## config.mk

```make
export PLATFORM = sky130hd
export DESIGN_NAME = ps2_key_event_ctrl
export DESIGN_NICKNAME = d
export VERILOG_FILES = /design/src/rtl/ps2_key_event_ctrl.sv
export SDC_FILE = /design/constraint.sdc
export NUM_CORES = 1
export LEC_CHECK = 0
export BUFFER_PORTS_ARGS = -buffer_cell sky130_fd_sc_hd__buf_2
export CORE_ASPECT_RATIO = 0.7
export CORE_MARGIN = 10
export CORE_UTILIZATION = 35
export DETAILED_ROUTE_END_ITERATION = 16
export GPL_TIMING_DRIVEN = 0
export HOLD_SLACK_MARGIN = 0.03
export PLACE_DENSITY = 0.52
export REMOVE_ABC_BUFFERS = 1
export SLEW_MARGIN = 20
export SYNTH_ARGS = -nofsm -noshare
export SYNTH_HDL_FRONTEND = slang
export SYNTH_SLANG_ARGS = --single-unit
export TNS_END_PERCENT = 50
```

## constraint.sdc

```tcl
create_clock -name clk -period 3.5 [get_ports clk]
set_input_delay 0.7 -clock clk [delete_from_list [all_inputs] [get_ports clk]]
set_output_delay 0.7 -clock clk [all_outputs]
set_load 0.1 [all_outputs]
```

## src/rtl/ps2_key_event_ctrl.sv

```systemverilog
// ps2_key_event_ctrl
// Turns raw PS/2 scancode bytes into key events {ext, brk, code}. An E0/F0
// prefix state machine assembles each event, a small FIFO buffers the events,
// and a four-register window on the 68k bus lets the CPU read them.
// The interrupt line is asserted while events are pending and irq_en is set.

module ps2_key_event_ctrl #(
   parameter int FIFO_DEPTH     = 8,        // power of two, 2..16
   parameter int PREFIX_TIMEOUT = 125_000   // cycles a lone prefix may wait
) (
   input  logic       clk,
   input  logic       reset,
   input  logic       dec_valid,
   input  logic [7:0] dec_data,
   output logic       dec_int_clear,
   input  logic       cs,
   input  logic       rd,
   input  logic       wr,
   input  logic [1:0] addr,
   input  logic [7:0] wdata,
   output logic [7:0] rdata,
   output logic       irq
);

   localparam int AW = $clog2(FIFO_DEPTH);
   localparam int CW = AW + 1;
   localparam int TW = $clog2(PREFIX_TIMEOUT + 1);
   localparam logic [CW-1:0] FULL_CNT = CW'(FIFO_DEPTH);
   localparam logic [TW-1:0] TO_LAST  = TW'(PREFIX_TIMEOUT - 1);

   localparam logic [1:0] A_STATUS = 2'd0;
   localparam logic [1:0] A_FLAGS  = 2'd1;
   localparam logic [1:0] A_CODE   = 2'd2;

   typedef struct packed {
      logic       ext;
      logic       brk;
      logic [7:0] code;
   } key_evt_t;

   typedef enum logic [1:0] {IDLE, GOT_E0, GOT_F0, GOT_E0F0} pfx_state_t;

   pfx_state_t      state;
   logic [TW-1:0]   tcnt;

   key_evt_t        mem [FIFO_DEPTH];
   logic [AW-1:0]   wr_ptr, rd_ptr;
   logic [CW-1:0]   count;
   key_evt_t        head;

   logic            irq_en, ovf, pfx_drop;

   logic            wr_ctl, rd_stb, flush, clr_ovf, clr_pfx;
   logic            is_e0, take_f0, evt_vld, timeout_hit;
   key_evt_t        evt;
   logic            not_empty, pop_ok, push_ok, ovf_set;
   logic [7:0]      status;
   logic            unused_wdata;

   // ---------------------------------------------------------------
   // Bus strobes. The upper write-data bits of the control register
   // carry nothing.
   // ---------------------------------------------------------------
   assign rd_stb       = cs & rd;
   assign wr_ctl       = cs & wr & (addr == A_STATUS);
   assign flush        = wr_ctl & wdata[1];
   assign clr_ovf      = wr_ctl & wdata[2];
   assign clr_pfx      = wr_ctl & wdata[3];
   assign unused_wdata = &{1'b0, wdata[7:4]};

   // Classify the incoming byte against the current prefix state
   always_comb begin
      is_e0    = (dec_data == 8'hE0);
      // F0 is only a prefix when no break prefix is already pending;
      // after one it is treated as an ordinary code.
      take_f0  = (dec_data == 8'hF0) && (state == IDLE || state == GOT_E0);
      evt_vld  = dec_valid && !is_e0 && !take_f0;
      evt.ext  = (state == GOT_E0) || (state == GOT_E0F0);
      evt.brk  = (state == GOT_F0) || (state == GOT_E0F0);
      evt.code = dec_data;
      // An arriving byte beats an expiring prefix in the same cycle.
      timeout_hit = !dec_valid && (state != IDLE) && (tcnt == TO_LAST);
   end

   // Prefix state machine with its stale-prefix timer
   always_ff @(posedge clk or posedge reset) begin
      if (reset) begin
         state <= IDLE;
         tcnt  <= '0;
      end else if (flush) begin
         state <= IDLE;
         tcnt  <= '0;
      end else if (dec_valid) begin
         tcnt <= '0;
         if (is_e0)
            state <= GOT_E0;
         else if (take_f0)
            state <= (state == IDLE) ? GOT_F0 : GOT_E0F0;
         else
            state <= IDLE;
      end else if (timeout_hit) begin
         state <= IDLE;
         tcnt  <= '0;
      end else if (state != IDLE) begin
         tcnt <= tcnt + 1'b1;
      end
   end

   // ---------------------------------------------------------------
   // Event FIFO. A pop frees a slot in the same cycle, so push+pop
   // while full is legal; a pop while empty does nothing.
   // ---------------------------------------------------------------
   assign not_empty = (count != '0);
   assign head      = mem[rd_ptr];
   assign pop_ok    = rd_stb && (addr == A_CODE) && not_empty && !flush;
   assign push_ok   = evt_vld && !flush && ((count != FULL_CNT) || pop_ok);
   assign ovf_set   = evt_vld && !flush && (count == FULL_CNT) && !pop_ok;

   // FIFO pointers and occupancy
   always_ff @(posedge clk or posedge reset) begin
      if (reset) begin
         wr_ptr <= '0;
         rd_ptr <= '0;
         count  <= '0;
      end else if (flush) begin
         wr_ptr <= '0;
         rd_ptr <= '0;
         count  <= '0;
      end else begin
         if (push_ok) wr_ptr <= wr_ptr + 1'b1;
         if (pop_ok)  rd_ptr <= rd_ptr + 1'b1;
         case ({push_ok, pop_ok})
            2'b10:   count <= count + 1'b1;
            2'b01:   count <= count - 1'b1;
            default: count <= count;
         endcase
      end
   end

   // FIFO storage, written only on an accepted push
   always_ff @(posedge clk) begin
      if (push_ok) mem[wr_ptr] <= evt;
   end

   // ---------------------------------------------------------------
   // Control / sticky status. A new error in the same cycle as its
   // clear leaves the bit set so the event is never lost.
   // ---------------------------------------------------------------
   always_ff @(posedge clk or posedge reset) begin
      if (reset) begin
         irq_en   <= 1'b0;
         ovf      <= 1'b0;
         pfx_drop <= 1'b0;
      end else begin
         if (wr_ctl) irq_en <= wdata[0];
         if (ovf_set)      ovf <= 1'b1;
         else if (clr_ovf) ovf <= 1'b0;
         if (timeout_hit && !flush) pfx_drop <= 1'b1;
         else if (clr_pfx)          pfx_drop <= 1'b0;
      end
   end

   assign status = {irq_en, ovf, pfx_drop, 5'(count)};

   // Registered read port; holds its value between reads
   always_ff @(posedge clk or posedge reset) begin
      if (reset) begin
         rdata <= 8'h00;
      end else if (rd_stb) begin
         case (addr)
            A_STATUS: rdata <= status;
            A_FLAGS:  rdata <= not_empty ? {6'b0, head.ext, head.brk} : 8'h00;
            A_CODE:   rdata <= not_empty ? head.code : 8'h00;
            default:  rdata <= 8'h00;
         endcase
      end
   end

   // One-cycle acknowledge back to the decoder for every accepted byte
   always_ff @(posedge clk or posedge reset) begin
      if (reset) dec_int_clear <= 1'b0;
      else       dec_int_clear <= dec_valid;
   end

   assign irq = irq_en && not_empty;

endmodule

```

# Yosys cells after proc, flatten, opt, wreduce, memory -nomap -nowiden

Memories as Yosys holds them, arrays and structs flattened.
Index checks and enable logic that the tools add are counted.

Add/sub/neg operators: 5
Equal/unequal tests: 12
Multiplexer cells: 25
Bitwise operators: 6
Reduce and logical (&&, ||, !) cells: 34

Operators with widths:

| kind                                                             | number |
|---|---|
| 17-bit two-way mux                                               | 4 |
| 8-bit case mux with 3 select lines                               | 1 |
| 17-bit by 1-bit adder with 17-bit output (second input constant) | 1 |
| 17-bit == test (second input constant)                           | 1 |
| 8-bit == test (second input constant)                            | 2 |
| 1-bit logical AND                                                | 14 |
| 2-bit two-way mux                                                | 6 |
| 3-bit two-way mux                                                | 4 |
| 2-bit nonzero test                                               | 5 |
| 2-bit == test (second input constant)                            | 4 |
| 8-bit two-way mux                                                | 1 |
| 4-bit case mux with 2 select lines                               | 1 |
| 4-bit nonzero test                                               | 2 |
| 1-bit two-way mux                                                | 7 |
| 3-bit by 1-bit adder with 3-bit output (second input constant)   | 2 |
| 1-bit bitwise AND                                                | 6 |
| 2-bit by 1-bit == test with 1-bit output (second input constant) | 3 |
| 3-bit nonzero test                                               | 2 |
| 1-bit logical NOT                                                | 5 |
| 4-bit by 1-bit adder with 4-bit output (second input constant)   | 1 |
| 4-bit == test (second input constant)                            | 1 |
| 2-bit logical NOT                                                | 2 |
| 1-bit logical OR                                                 | 4 |
| 4-bit two-way mux                                                | 1 |
| 2 further kinds                                                  | 2 |

Bits in registers: 41
RAM bits: 80
Bits of input ports: 24
Word-level logic and storage cells: 93
Memories kept: 1

Memories:

| memory | words | bits a word | rd ports | clocked after Yosys merged registers in | write ports | line | text |
|---|---|---|---|---|---|---|---|
| mem    | 8     | 10          | 1        | 0                                       | 1           | 46   | `key_evt_t mem [FIFO_DEPTH];` |

# Longest topological paths before layout

Gate-level depths: netlist of run 1.

Word-level depth: 10
Gate-level depth with buffers: 11

# Worst setup path after synthesis of run 1

OpenSTA, ideal clock, no wires.

Path kind: input to register
Start point: input addr[1]
End point: memory mem[4][0] in the netlist's numbering (enable)
Setup time: 0.408 ns
Arrival time: 2.525 ns
Path slack: 0.568 ns
Stages: 4
Buffers on the path: 0
Cells stage by stage: and4bb_4 -> a21boi_2 -> nand3_1 -> nor4b_1

Cells in the longest elaborated chain, start to end: 9

RTL lines:

| item                                        | line     | text |
|---|---|---|
| start, declared                             | 19       | `input logic [1:0] addr,` |
| 2-bit logical NOT                           | 65       | `assign wr_ctl = cs & wr & (addr == A_STATUS);` |
| 1-bit bitwise AND                           | 65       |  |
| 1-bit bitwise AND                           | 66       | `assign flush = wr_ctl & wdata[1];` |
| 1-bit logical NOT                           | 115, 116 |  |
| 1-bit logical AND                           | 115      | `assign pop_ok = rd_stb && (addr == A_CODE) && not_empty && !flush;` |
| 1-bit logical OR                            | 116      | `assign push_ok = evt_vld && !flush && ((count != FULL_CNT) \|\| pop_ok);` |
| 1-bit logical AND (*)                       | 116      |  |
| 1-bit two-way mux (*)                       | 142      | `if (push_ok) mem[wr_ptr] <= evt;` |
| 1-bit two-way mux (implied by the code) (*) | 142      |  |
| end, declared                               | 46       |  |

Every way passes the cells marked *; elsewhere a longest branch is shown, timed or not.

# Worst setup path in the final report of run 1

Start point: register count[0]
End point: register count[3]

Cells in the longest elaborated chain, start to end: 8

RTL lines:

| item                                                                             | line | text |
|---|---|---|
| start, declared                                                                  | 48   | `logic [CW-1:0] count;` |
| start signal, assigned                                                           | 133  | `2'b10: count <= count + 1'b1;` |
| start signal, assigned                                                           | 134  | `2'b01: count <= count - 1'b1;` |
| start signal, assigned                                                           | 135  | `default: count <= count;` |
| 4-bit nonzero test                                                               | 113  | `assign not_empty = (count != '0);` |
| 1-bit logical AND (2 in series)                                                  | 115  |  |
| 1-bit logical OR                                                                 | 116  |  |
| 1-bit logical AND                                                                | 116  |  |
| 2-bit by 1-bit == test with 1-bit output / 2-bit == test (equally long branches) | 132  | `case ({push_ok, pop_ok})` |
| 4-bit case mux with 2 select lines                                               | 132  |  |
| 4-bit two-way mux                                                                | 125  | `end else if (flush) begin` |

Several ways; a longest one is shown, not always the timed one.
A chain may end at the register's enable or synchronous reset.

==> results of run 1 <==
==> metal layers <==
| layer | track usage [%] | part of all wire, % | wire [um] | vias to the layer above |
|---|---|---|---|---|
| li1 | - | - | - | 1494 |
| met1 | 15.7 | 49 | 5590 | 1589 |
| met2 | 16.3 | 44 | 5070 | 64 |
| met3 | 3.58 | 5.1 | 583 | 6 |
| met4 | 4.88 | 1.4 | 156 | 0 |
| met5 | 0 | 0 | 0 | - |
==> worst max path at each step <==
| stage | startpoint | to | slack, ns | cells after the start |
|---|---|---|---|---|
| final | count[0]$_DFFE_PP0P_ | count[3]$_DFFE_PP0P_ | 0.36 | 10 |
| after global routing | count[0]$_DFFE_PP0P_ | count[3]$_DFFE_PP0P_ | 0.07 | 10 |
| after detailed placement | addr[1] | count[3]$_DFFE_PP0P_ | 0.21 | 10 |
| after global placement | addr[1] | mem[4][3]$_DFFE_PP_ | -0.78 | 5 |
| after CTS | count[0]$_DFFE_PP0P_ | count[3]$_DFFE_PP0P_ | 0.40 | 10 |
| after floorplan | addr[1] | mem[4][0]$_DFFE_PP_ | 0.57 | 4 |
==> sequential cells by signal, indices dropped and copies added, names as in the netlist <==
register,count
pfx_drop,1
rdata,8
rd_ptr,3
irq_en,1
tcnt,17
wr_ptr,3
ovf,1
mem,80
dec_int_clear,1
state,2
count,4
==> worst max-delay path: cells and delay by family (launching register included) <==
family	cells	cell delay, ns
AND/OR/NAND/NOR	5	1.62
AO/OA/AOI/OAI	3	0.58
multiplexers	1	0.07
flip-flops	1	0.52
adder cells (fa/ha/maj)	1	0.28
==> cell families (layout without fill, tap and decap cells) <==
group | count (synthesis) | in the layout | synth area share (%)
mux | 44 | 44 | 12.2
simple gates | 114 | 114 | 11.4
compound gates | 43 | 43 | 5.68
buf+inv | 22 | 77 | 2.41
xor+xnor | 16 | 16 | 2.62
fa+ha+maj | 6 | 6 | 1.54
flops | 121 | 121 | 64.1
==> layout make-up <==
class,instances,share of cell area [%]
clock buffers,18,6.77
inverters,4,0.237
clock inverters,14,1.99
well taps,195,3.85
flip-flops and latches,121,54.1
repair buffers,41,4.14
multi-input cells,223,28.9
==> where the power goes <==
part	total (uW)	switching [uW]	leakage, uW	internal [uW]
registers	1970	229	0.00126	1740
logic	1120	642	0.000752	478
clock network	1610	632	0.000250	975
==> layout by cell type (no fill, tap or decap), types with 8 or more instances in the layout <==
master / synthesis / routed
edfxtp_1: 80 / 80
dfrtp_1: 41 / 40
buf_2: 4 / 34
nor2_1: 34 / 33
nand2_1: 24 / 24
mux2i_1: 20 / 20
clkbuf_16: 0 / 17
mux4_2: 16 / 16
a21oi_1: 12 / 12
xnor2_1: 11 / 11
nand3_1: 10 / 10
nor3_1: 10 / 8
o21ai_0: 8 / 8
==> stage by stage <==
step / cells / hold slack (ns)
after floorplan: 348 / 0.448
after global placement: 572 / 0.466
after detailed placement: 584 / 0.473
after CTS: 616 / 0.221
after global routing: 616 / 0.234
final: 616 / 0.224
==> results.cfg, run 1 <==
[clocking]
cts_buffers = 17
ctsResizeCount = 0
htree_levels = 4
clockRootBuffer = clkbuf_16
hold_buffers = 0
post_cts_buffers = 0
path_clk_slew_ns = 0.06
cts_tree = yes
cts.sinks = 121
clkLatencyLatePin_ns = 0.41
cts.path.max_buffers = 2

[yosys]
synth.area.top_cells = edfxtp_1 45%, dfrtp_1 19%, mux4_2 6.7%, mux2i_1 3.7%, nor2_1 2.4%
synthesis.area_sq_um = 5350
avgSynthCellArea_sq_um = 14.6
synth_cell_types = 53
yosysMostFrequentCell = edfxtp_1
synth_largest_area_cell = edfxtp_1
yosysTopAreaCellShare_pct = 44.9
async_flop_share_pct = 33.9
yosysSeqAreaShare_pct = 64.1
synthTopCellsByCount = 80 x edfxtp_1, 41 x dfrtp_1, 34 x nor2_1
synth-edff-count = 80
yosys_most_used_dff = edfxtp_1
ys_ff_latch = 121
synth_cells = 366
yosysWarningCount = 0

[timing]
tns_ns = 0
finClkSkew_ns = 0.0147
hold_violations = 0
setup_slack_ns = 0.359
fin_crit_sh_pct = 89.7
fmax_mhz = 318
slew_headroom_pct = 40.5
post-route-min-period_ns = 3.14
worst_slew_pin_slew_ns = 0.893
setup_viol = 0
slew_violations = 0
rsz0062_at_grt = no

[floorplanning]
die_area_sq_um = 20700
start_util_pct = 36.1
coreArea_sq_um = 14800
rows = 37
die_h_um = 123
top_level_ports = 34
die_w_um = 168

[power_and_ir_drop]
report.power.total_uw = 4700
irDropWorstVdd_v = 0.000358
power_density_nw_per_um2 = 741
power.leakage_uw = 0.00226

[route]
vias = 3153
routedWlPerCell_um = 18.5
wl_um = 11400
viasPerCell = 5.12
drt_iter0_drc = 210
first_pass_iters = 4
drc = 0
ant_nets = 0

[run_status]
status = completed

[setup_path]
critPathArrivalTime_ns = 3.47
r2r-end = count[3]$_DFFE_PP0P_
worst-r2r-setup-slack_ns = 0.36
path_max_fanout = 6
worst-setup-path-type = reg -> reg
cp_slowest_cell = nor3b_1
path_cells = nor4_2 -> nor3b_1 -> nand2_1 -> nor2_1 -> ha_1 -> a21o_1 -> a21oi_1 -> and2_1 -> mux2i_1 -> o211ai_1
worstPathRequired_ns = 3.83
crit_path_max_incr_delay_ns = 0.71
rr_worst_depth = 10
r2r-start = count[0]$_DFFE_PP0P_
endpoint_kind = register
startpoint_type = register

[global_routing]
grt_pass1_vias = 3150
grt_max_degree = 30
grt.total_usage_pct = 11.4
grt_pass1_wl_um = 18200
gr-total-overflow = 0
antenna_found_initial = 0

[finish]
drive_gt1_share_pct = 27.1
num_antenna_cells = 0
fill_cells = 1369
final_util_pct = 42.8
nets = 438
postLayoutCellArea_sq_um = 6340
syn_to_final_growth_pct = 18.5
regArea_sq_um = 3430
multi_input_area_sq_um = 1830

[job]
maxCapViolations = 0

[placed_design]
pre_cts_ws_ns = 0.208
place_area_sq_um = 5780
dpl.hpwl_um = 7950
port_buffers = 29
place.gp.congestion = 0.786

[min_path]
min_path_type = in -> async
Note: power is estimated with default switching activity, not from simulation.
==> inputs of run 2 (changes only) <==
ABC_AREA = 1   (was not set)
==> run 2 against run 1 <==
Net effect:
- sequential power grew 2%
- register-to-register slack gained 0.45 ns
- clock power grew 9.9%
- largest power group unchanged
- highest routed layer unchanged
==> results.cfg, run 2 <==
[yosys]
yosysMostFrequentCell = nand2_1
synth.area.top_cells = edfxtp_1 43%, dfrtp_1 18%, nand2_1 9.6%, nor2_1 5.9%, inv_1 4.5%
ys_ff_latch = 121
yosysTopAreaCellShare_pct = 43.2
synthesis.area_sq_um = 5570
synth_cell_types = 30
synthMuxAreaShare_pct = 0
yosys.area_share.xor_xnor_pct = 0.157
async_flop_share_pct = 33.9
yosysSeqAreaShare_pct = 61.6
synthSimpleGateAreaFrac_pct = 22.3
yosys_most_used_dff = edfxtp_1
synth_top_family_by_area = simple AND/OR/NAND/NOR gates
yosysWarningCount = 0
synth-compound-area-share_pct = 8.07
synthTopCellsByCount = 142 x nand2_1, 87 x nor2_1, 80 x edfxtp_1
synth-edff-count = 80
synth_largest_area_cell = edfxtp_1
synth_cells = 594
avgSynthCellArea_sq_um = 9.37
synth_fa_ha_area_share_pct = 1.48

[power_and_ir_drop]
irDropWorstVdd_v = 0.000330
power_density_nw_per_um2 = 787
power.leakage_uw = 0.00273

[setup_path]
worstPathRequired_ns = 3.53
startpoint_type = input pin
crit_cells = 9
r2r-start = state[1]$_DFFE_PP0P_
rr_worst_depth = 6
worst-r2r-setup-slack_ns = 0.81
critPathArrivalTime_ns = 2.79
cp.buffers_inverters = 3
endpoint_kind = register
path_cells = buf_2 -> nand2_2 -> inv_2 -> nand2_1 -> nand3_1 -> nand3_1 -> inv_2 -> nand2_1 -> nor2_1
crit_path_max_incr_delay_ns = 0.82
path_max_fanout = 10
worst-setup-path-type = in -> reg
cp_slowest_cell = nor2_1
crit_family = simple AND/OR/NAND/NOR gates
r2r-end = mem[2][9]$_DFFE_PP_

[timing]
post-route-min-period_ns = 2.75
finClkSkew_ns = 0.0112
worst_slew_pin_slew_ns = 1.03
tns_ns = 0
setup_viol = 0
hold_violations = 0
slew_headroom_pct = 31.4
rsz0062_at_grt = no
setup_slack_ns = 0.747
fin_crit_sh_pct = 78.6
slew_violations = 0
fmax_mhz = 363

[floorplanning]
start_util_pct = 35.8
top_level_ports = 34
rows = 38
die_h_um = 126
coreArea_sq_um = 15500
die_w_um = 171
die_area_sq_um = 21400

[route]
drc = 0
routedWlPerCell_um = 16.1
vias = 4082
viasPerCell = 4.88
first_pass_iters = 4
ant_nets = 0
drt_iter0_drc = 316
wl_um = 13500

[placed_design]
pre_cts_ws_ns = 0.228
place.gp.congestion = 0.833
port_buffers = 29
dpl.hpwl_um = 8740

[finish]
top_register = mem
fill_cells = 1499
syn_to_final_growth_pct = 16.9
largest_reg_flops = 80
final_cell_mix = 142 x nand2_1, 80 x nor2_1, 80 x edfxtp_1, 64 x inv_1, 48 x nand3_1
drive_gt1_share_pct = 13.3
num_antenna_cells = 0
largestRegisters = mem: 80 flops, tcnt: 17 flops, rdata: 8 flops
nets = 654
final_common_cell = nand2_1

[global_routing]
grt_pass1_wl_um = 22000
grt.total_usage_pct = 13.3
grt_max_degree = 43
grt_pass1_vias = 4145
antenna_found_initial = 0
gr-total-overflow = 0

[clocking]
htree_levels = 4
cts_tree = yes
hold_buffers = 0
path_clk_slew_ns = 0.06
post_cts_buffers = 0
cts_buffers = 17
cts.path.max_buffers = 2
cts.sinks = 121
clkLatencyLatePin_ns = 0.42
clockRootBuffer = clkbuf_16
ctsResizeCount = 0

[job]
maxCapViolations = 0

[run_status]
status = completed

[min_path]
min_path_type = in -> async
run 2: changes by cell type in the layout (fill, tap and decap cells not counted), moves of 10 or more:
cell,before,now
xnor2_1,11,1
nand2_1,24,142
nor2_1,33,80
mux4_2,16,0
o21ai_0,8,35
mux2i_1,20,0
inv_1,3,64
nand3_1,10,48
run 2: per-stage QoR:
stage | cells | power, uW | utilization, % | instance area [sq um] | hold slack [ns]
after floorplan | 575 | 2920 | - | 5470 | 0.471
after global placement | 804 | 3340 | 37.8 | 5870 | 0.461
after detailed placement | 805 | 3390 | 38.0 | 5910 | 0.474
after CTS | 837 | 5170 | 41.9 | 6510 | 0.259
after global routing | 837 | 5440 | 41.9 | 6510 | 0.280
final | 837 | 5130 | 41.9 | 6510 | 0.255
run 2: layout make-up:
cell class,count,area (sq um),area share [%]
timing repair buffer,30,165,2.54
multi-input combinational,383,1800,27.6
inverter,71,267,4.09
clock inverter,15,176,2.71
tap,200,250,3.84
clock buffer,17,425,6.53
sequential,121,3430,52.7
run 2: kinds of logic after synthesis:
group	count (synthesis)
XOR/XNOR	1
flip-flops	121
AND/OR/NAND/NOR	295
buffers and inverters	90
AO/OA/AOI/OAI	81
adder cells (fa/ha/maj)	6
run 2: worst max path at each step:
stage                                startpoint              endpoint  slack, ns
after global routing                         cs   mem[2][9]$_DFFE_PP_       0.53
final                                        cs   mem[2][9]$_DFFE_PP_       0.75
after global placement    rd_ptr[0]$_DFFE_PP0P_  rdata[7]$_DFFE_PP0N_       0.07
after detailed placement                     cs   mem[3][1]$_DFFE_PP_       0.23
after CTS                                    cs   mem[3][8]$_DFFE_PP_       0.66
after floorplan            count[0]$_DFFE_PP0P_                   irq       0.78
run 2: metal layers:
layer  up-vias  track usage [%]  wire length [um]
met5         -                0                 0
met4         0             6.12               252
met3        20             3.49               625
met2        80             19.5              5780
met1      1950             17.8              6800
li1       2032                -                 -
run 2: report_power, final:
| group | switching [uW] | internal (uW) | leakage [uW] |
|---|---|---|---|
| Clock | 656 | 1120 | 0.000281 |
| Sequential | 257 | 1760 | 0.00126 |
| Combinational | 986 | 351 | 0.00119 |
run 2: worst reg2reg max path, delay by kind of cell (launching register included):
kind | cells | cell delay [ns]
buffers and inverters | 2 | 0.25
AOI/OAI and AO/OA | 1 | 0.31
DFF | 1 | 0.51
and+or+nand+nor | 3 | 1.24
